`config.mk`:
```
export PLATFORM = sky130hd
export DESIGN_NAME = fp8_mul_arbiter
export DESIGN_NICKNAME = d
export VERILOG_FILES = /design/src/rtl/fp8_arb_pkg.sv /design/src/rtl/fp8_res_fifo.sv /design/src/rtl/fp8_mul_arbiter.sv
export SDC_FILE = /design/constraint.sdc
export NUM_CORES = 1
export LEC_CHECK = 0
export CORE_MARGIN = 5
export CORE_UTILIZATION = 54
export DETAILED_ROUTE_END_ITERATION = 8
export PLACE_DENSITY = 0.79
export SLEW_MARGIN = 25
export SYNTH_ARGS = -nofsm -noshare
export SYNTH_HDL_FRONTEND = slang
export SYNTH_SLANG_ARGS = --single-unit
```
`constraint.sdc`:
```
create_clock -name clk -period 3.27 [get_ports clk]
set_clock_uncertainty 0.1 [all_clocks]
set_input_delay 0.654 -clock clk [delete_from_list [all_inputs] [get_ports clk]]
set_output_delay 0.654 -clock clk [all_outputs]
set_load 0.1 [all_outputs]
```
`src/rtl/fp8_arb_pkg.sv`:
```
// Shared widths and the result-routing tag for the FP8 multiplier arbiter.
package fp8_arb_pkg;
  localparam int N_REQ  = 2;
  localparam int FP8_W  = 8;
  localparam int FP16_W = 16;
  localparam int LANES  = 4;
  localparam int VEC_W  = FP8_W * LANES;
  localparam int RES_W  = FP16_W * LANES;

  typedef struct packed {
    logic       valid;
    logic [0:0] id;
  } tag_t;
endpackage

```
`src/rtl/fp8_res_fifo.sv`:
```
// Per-requester result FIFO; head is raw storage, callers qualify it with count.
module fp8_res_fifo #(
  parameter int W     = 64,
  parameter int DEPTH = 4
) (
  input  logic                   clk,
  input  logic                   rst,
  input  logic                   push,
  input  logic [W-1:0]           din,
  input  logic                   pop,
  output logic                   empty,
  output logic [$clog2(DEPTH):0] count,
  output logic [W-1:0]           head
);
  localparam int AW = $clog2(DEPTH);

  logic [W-1:0] mem [DEPTH];
  logic [AW:0]  wr, rd;

  always_ff @(posedge clk) begin
    if (rst) begin
      wr <= '0;
      rd <= '0;
    end else begin
      if (push)          wr <= wr + 1'b1;
      if (pop && !empty) rd <= rd + 1'b1;
    end
  end

  always_ff @(posedge clk) begin
    if (push) mem[wr[AW-1:0]] <= din;
  end

  assign count = wr - rd;
  assign empty = (wr == rd);
  assign head  = mem[rd[AW-1:0]];
endmodule

```
`src/rtl/fp8_mul_arbiter.sv`:
```
// Round-robin sharing of one FP8VectorMul between two requesters, with
// credit-limited issue and tagged return into per-requester result FIFOs.
module fp8_mul_arbiter
  import fp8_arb_pkg::*;
#(
  parameter int MUL_LATENCY = 2,
  parameter int RES_DEPTH   = 4
) (
  input  logic                         clk,
  input  logic                         rst,
  input  logic [N_REQ-1:0]             req_valid,
  output logic [N_REQ-1:0]             req_ready,
  input  logic [N_REQ-1:0]             req_e5m2,
  input  logic [N_REQ-1:0][FP8_W-1:0]  req_q,
  input  logic [N_REQ-1:0][VEC_W-1:0]  req_vec,
  output logic [N_REQ-1:0]             rsp_valid,
  input  logic [N_REQ-1:0]             rsp_ready,
  output logic [N_REQ-1:0][RES_W-1:0]  rsp_res,
  output logic                         mul_e5m2mode,
  output logic [FP8_W-1:0]             mul_q,
  output logic [VEC_W-1:0]             mul_vec,
  input  logic [RES_W-1:0]             mul_res
);
  localparam int UW = $clog2(RES_DEPTH + 1);
  localparam int CW = $clog2(RES_DEPTH) + 1;

  logic [N_REQ-1:0][UW-1:0]    used;
  logic                        prio;
  logic [N_REQ-1:0]            elig, push, pop, empty;
  logic [N_REQ-1:0][CW-1:0]    cnt;
  logic [N_REQ-1:0][RES_W-1:0] head;
  logic                        grant;
  logic                        gid;
  tag_t                        tag_pipe [MUL_LATENCY:0];

  // No grants while in reset so no credit or tag leaks across it.
  always_comb begin
    for (int i = 0; i < N_REQ; i++)
      elig[i] = req_valid[i] && (used[i] < UW'(RES_DEPTH)) && !rst;
    grant     = |elig;
    gid       = elig[1] && (!elig[0] || prio);
    req_ready = '0;
    if (grant) req_ready[gid] = 1'b1;
  end

  always_ff @(posedge clk) begin
    if (rst) begin
      prio         <= 1'b0;
      used         <= '0;
      mul_q        <= '0;
      mul_vec      <= '0;
      mul_e5m2mode <= 1'b0;
      for (int k = 0; k <= MUL_LATENCY; k++) tag_pipe[k] <= '0;
    end else begin
      if (grant) prio <= !gid;
      mul_q        <= grant ? req_q[gid]   : '0;
      mul_vec      <= grant ? req_vec[gid] : '0;
      mul_e5m2mode <= grant && req_e5m2[gid];
      tag_pipe[0]  <= '{valid: grant, id: gid};
      for (int k = 1; k <= MUL_LATENCY; k++) tag_pipe[k] <= tag_pipe[k-1];
      for (int i = 0; i < N_REQ; i++)
        used[i] <= used[i] + UW'(req_ready[i]) - UW'(pop[i]);
    end
  end

  // Last tag stage lines up with mul_res; credits make a full check unnecessary.
  always_comb begin
    for (int i = 0; i < N_REQ; i++) begin
      push[i]      = tag_pipe[MUL_LATENCY].valid && (tag_pipe[MUL_LATENCY].id == 1'(i));
      rsp_valid[i] = !empty[i];
      pop[i]       = rsp_valid[i] && rsp_ready[i];
      rsp_res[i]   = (cnt[i] != '0) ? head[i] : '0;
    end
  end

  for (genvar i = 0; i < N_REQ; i++) begin : g_fifo
    fp8_res_fifo #(.W(RES_W), .DEPTH(RES_DEPTH)) u_fifo (
      .clk   (clk),
      .rst   (rst),
      .push  (push[i]),
      .din   (mul_res),
      .pop   (pop[i]),
      .empty (empty[i]),
      .count (cnt[i]),
      .head  (head[i])
    );
  end
endmodule

```
==> impl_metrics.tcl <==
set metrics [dict create \
    status "complete, no violations" \
    syn_to_final_growth_pct 33.1 \
    cts-htree-levels 2 \
    syn_area_um2 22600 \
    critPathArrivalTime_ns 2.44 \
    cts_hold_buffers 0 \
    grt_max_degree 69 \
    critPathMaxFanout 35 \
    required_ns 2.52 \
    grt_pass1_wl_um 82600 \
    dr.pass1.iters 5 \
    cts_inserted_buffers 56 \
    postLayoutCoreUtil 0.722 \
    final_layout_size_suffix_gt1_frac 0.375 \
    ys_types 46 \
    hold_violations 0 \
    clk_path_buf_depth 3 \
    num_vias 12107 \
    max_freq_mhz 313 \
    ys_seq_elements 582 \
    die_x_um 215 \
    ios 325 \
    overflow 0 \
    die_area_um2 46100 \
    routed_wl_um 56700 \
    cts-root-buf "clkbuf_16" \
    grt_pass1_vias 12825 \
    critical_path_class "reg -> out" \
    synthFlopType "edfxtp_1" \
    detail_route.iter0.violations 993 \
    start_kind "flip-flop" \
    yosys_warnings 0 \
    synth_edf_count 512 \
    rows 75 \
    ant_nets 0 \
    finalMaxSlewViolations 0 \
    final_nets 1658 \
    synthArstFlopShare 0 \
    drcViolationCount 0 \
    power_density_nw_per_um2 821 \
    crit_path_end_kind "primary output" \
    start_util 0.542 \
    vias_per_cell 5.85 \
    finalInstanceArea_um2 30100 \
    netlist_instances 1123 \
    setup_viol 0 \
    placed_area_um2 28100 \
    synth.largest_area_cell "edfxtp_1" \
    die_h_um 215 \
    r2r_slack_ns 0.49 \
    antenna_found_initial 8 \
    min_period_ns 3.19 \
    cts_tree "done" \
    grt_usage 0.239 \
    tightest_slew_ns 0.604 \
    clk_transition_reported_paths_ns 0.06 \
    port_buffers 324 \
    synth_area_leaders "edfxtp_1 (68%), mux4_2 (13%), dfxtp_1 (6.2%)" \
    core_area_um2 41800 \
    cts_sinks 582 \
    synth_nets 1295 \
    relSlewSlack 0.598 \
    synth-seq-area-share 0.741 \
    drt-wirelength-per-cell_um 27.4 \
    cap_violations 0 \
    peakVddDrop_mv 0.773 \
    min_period_over_period 0.976 \
    gp_congestion 0.851 \
    dp_hpwl_um 33000 \
    hold_path_class "reg -> reg" \
    synth.avg_cell_area_um2 20.2 \
    p_leak_nw 10.1 \
    synth_top_area_share 0.679 \
    clk_latency_ns 0.60 \
]
[area by class of cell]
| type | instances | area [µm²] |
|---|---|---|
| fill | 2377 | 11600 |
| inverter | 38 | 144 |
| antenna | 4 | 10.0 |
| multi-input combinational | 436 | 5900 |
| timing repair buffer | 372 | 4860 |
| tap | 539 | 674 |
| sequential | 582 | 16800 |
| clock inverter | 28 | 279 |
| clock buffer | 71 | 1480 |
[cells in the final DEF (no fill, tap or decap), types with 5 or more instances in the layout]
cell / Yosys / routed
edfxtp_1: 512 / 512
clkdlybuf4s50_1: 0 / 151
mux4_2: 128 / 128
buf_12: 0 / 123
a21boi_2: 1 / 111
buf_4: 4 / 90
dfxtp_1: 70 / 65
clkbuf_16: 0 / 61
inv_1: 38 / 37
nand2_1: 35 / 34
mux2i_1: 24 / 24
a22o_1: 18 / 18
ha_1: 18 / 18
clkbuf_1: 20 / 14
clkinv_2: 0 / 13
a21boi_4: 0 / 12
nor2b_1: 10 / 10
nor2_1: 9 / 9
clkinv_1: 0 / 9
xnor2_1: 7 / 7
nand4b_1: 6 / 6
bufinv_16: 0 / 6
and2_4: 0 / 5
[power breakdown]
group,internal (W),switching [W]
Combinational,0.00339,0.00668
Sequential,0.00826,0.000113
Clock,0.00364,0.00265
Total,0.0153,0.00944
[cell families after synthesis]
group	share of synthesized area
buffers and inverters	0.0251
and+or+nand+nor	0.0228
xor gates and xnor gates	0.00796
adders and majority gates	0.0117
AOI/OAI and AO/OA	0.0538
DFF	0.741
muxes	0.138
[per-stage QoR]
step	setup WS (ns)	setup TNS (ns)	total power (W)	hold WS (ns)	cells
2_1_floorplan	-0.744	-3.65	0.0150	0.314	1123
3_3_place_gp	0.426	0	0.0182	0.343	1957
3_5_place_dp	0.344	0	0.0182	0.337	1957
4_1_cts	-0.00285	-0.00434	0.0246	0.356	2062
5_1_grt	-0.00256	-0.00583	0.0255	0.376	2070
6_report	0.0796	0	0.0247	0.357	2070
[flip-flops by register name, summed over array words and instances, names as in the netlist, named ones only]
name and cells:
tag_pipe 6, used 6, prio 1, mul_vec 32
g_fifo.u_fifo.mem 512, mul_q 8, g_fifo.u_fifo.wr 6, g_fifo.u_fifo.rd 6
mul_e5m2mode 1
[timing repair]
item                                    in CTS  in global routing
endpoints found under the hold margin        0                  0
setup buffers                                6                  0
endpoints found under the setup margin      18                 54
cloned                                       0                  4
resized for setup                            0                 20
pin swaps                                    1                  0
[layer usage]
metal / vias to the layer above / track usage / wire length, µm
met5: - / 0 / 66
met4: 8 / 0.0709 / 1380
met3: 83 / 0.0609 / 4500
met2: 519 / 0.400 / 28600
met1: 6247 / 0.315 / 22100
li1: 5250 / - / -
[worst max-delay path: stages, from the launching register on]
cell	delay (ns)
dfxtp_1	0.36
inv_1	0.07
ha_1	0.18
nand2b_1	0.21
xnor2_4	0.27
buf_12	0.31
a21boi_2	0.16
buf_12	0.20
[Yosys cell counts, types with 2 or more instances]
cell and instances:
and3_1 4, mux2i_1 24, buf_1 4, buf_6 13, xnor2_4 4, a31oi_1 3
nor2b_1 10, mux4_2 128, edfxtp_1 512, o211ai_1 4, nand2b_1 4, clkbuf_4 12
or3_1 3, xnor2_1 7, nand4_1 3, clkbuf_1 20, a21boi_0 35, nor2_1 9
inv_1 38, nor3b_1 3, dfxtp_1 70, buf_2 13, fa_1 2, ha_1 18
nand4bb_1 2, and2_1 7, a21oi_1 2, buf_4 4, nand4b_1 6, a22o_1 18
a21boi_1 92, nand2_1 35
[final timing paths]
path | startpoint | to | cells past startpoint
setup reg to reg | g_fifo[1].u_fifo.wr[0] | used[5] | 12
setup / recovery | g_fifo[1].u_fifo.rd[1] | rsp_res[123] | 7
hold reg to reg | tag_pipe[0][3] | tag_pipe[0][5] | 1
hold / removal | tag_pipe[0][3] | tag_pipe[0][5] | 1
No activity file was read; power rests on OpenSTA's default activity.
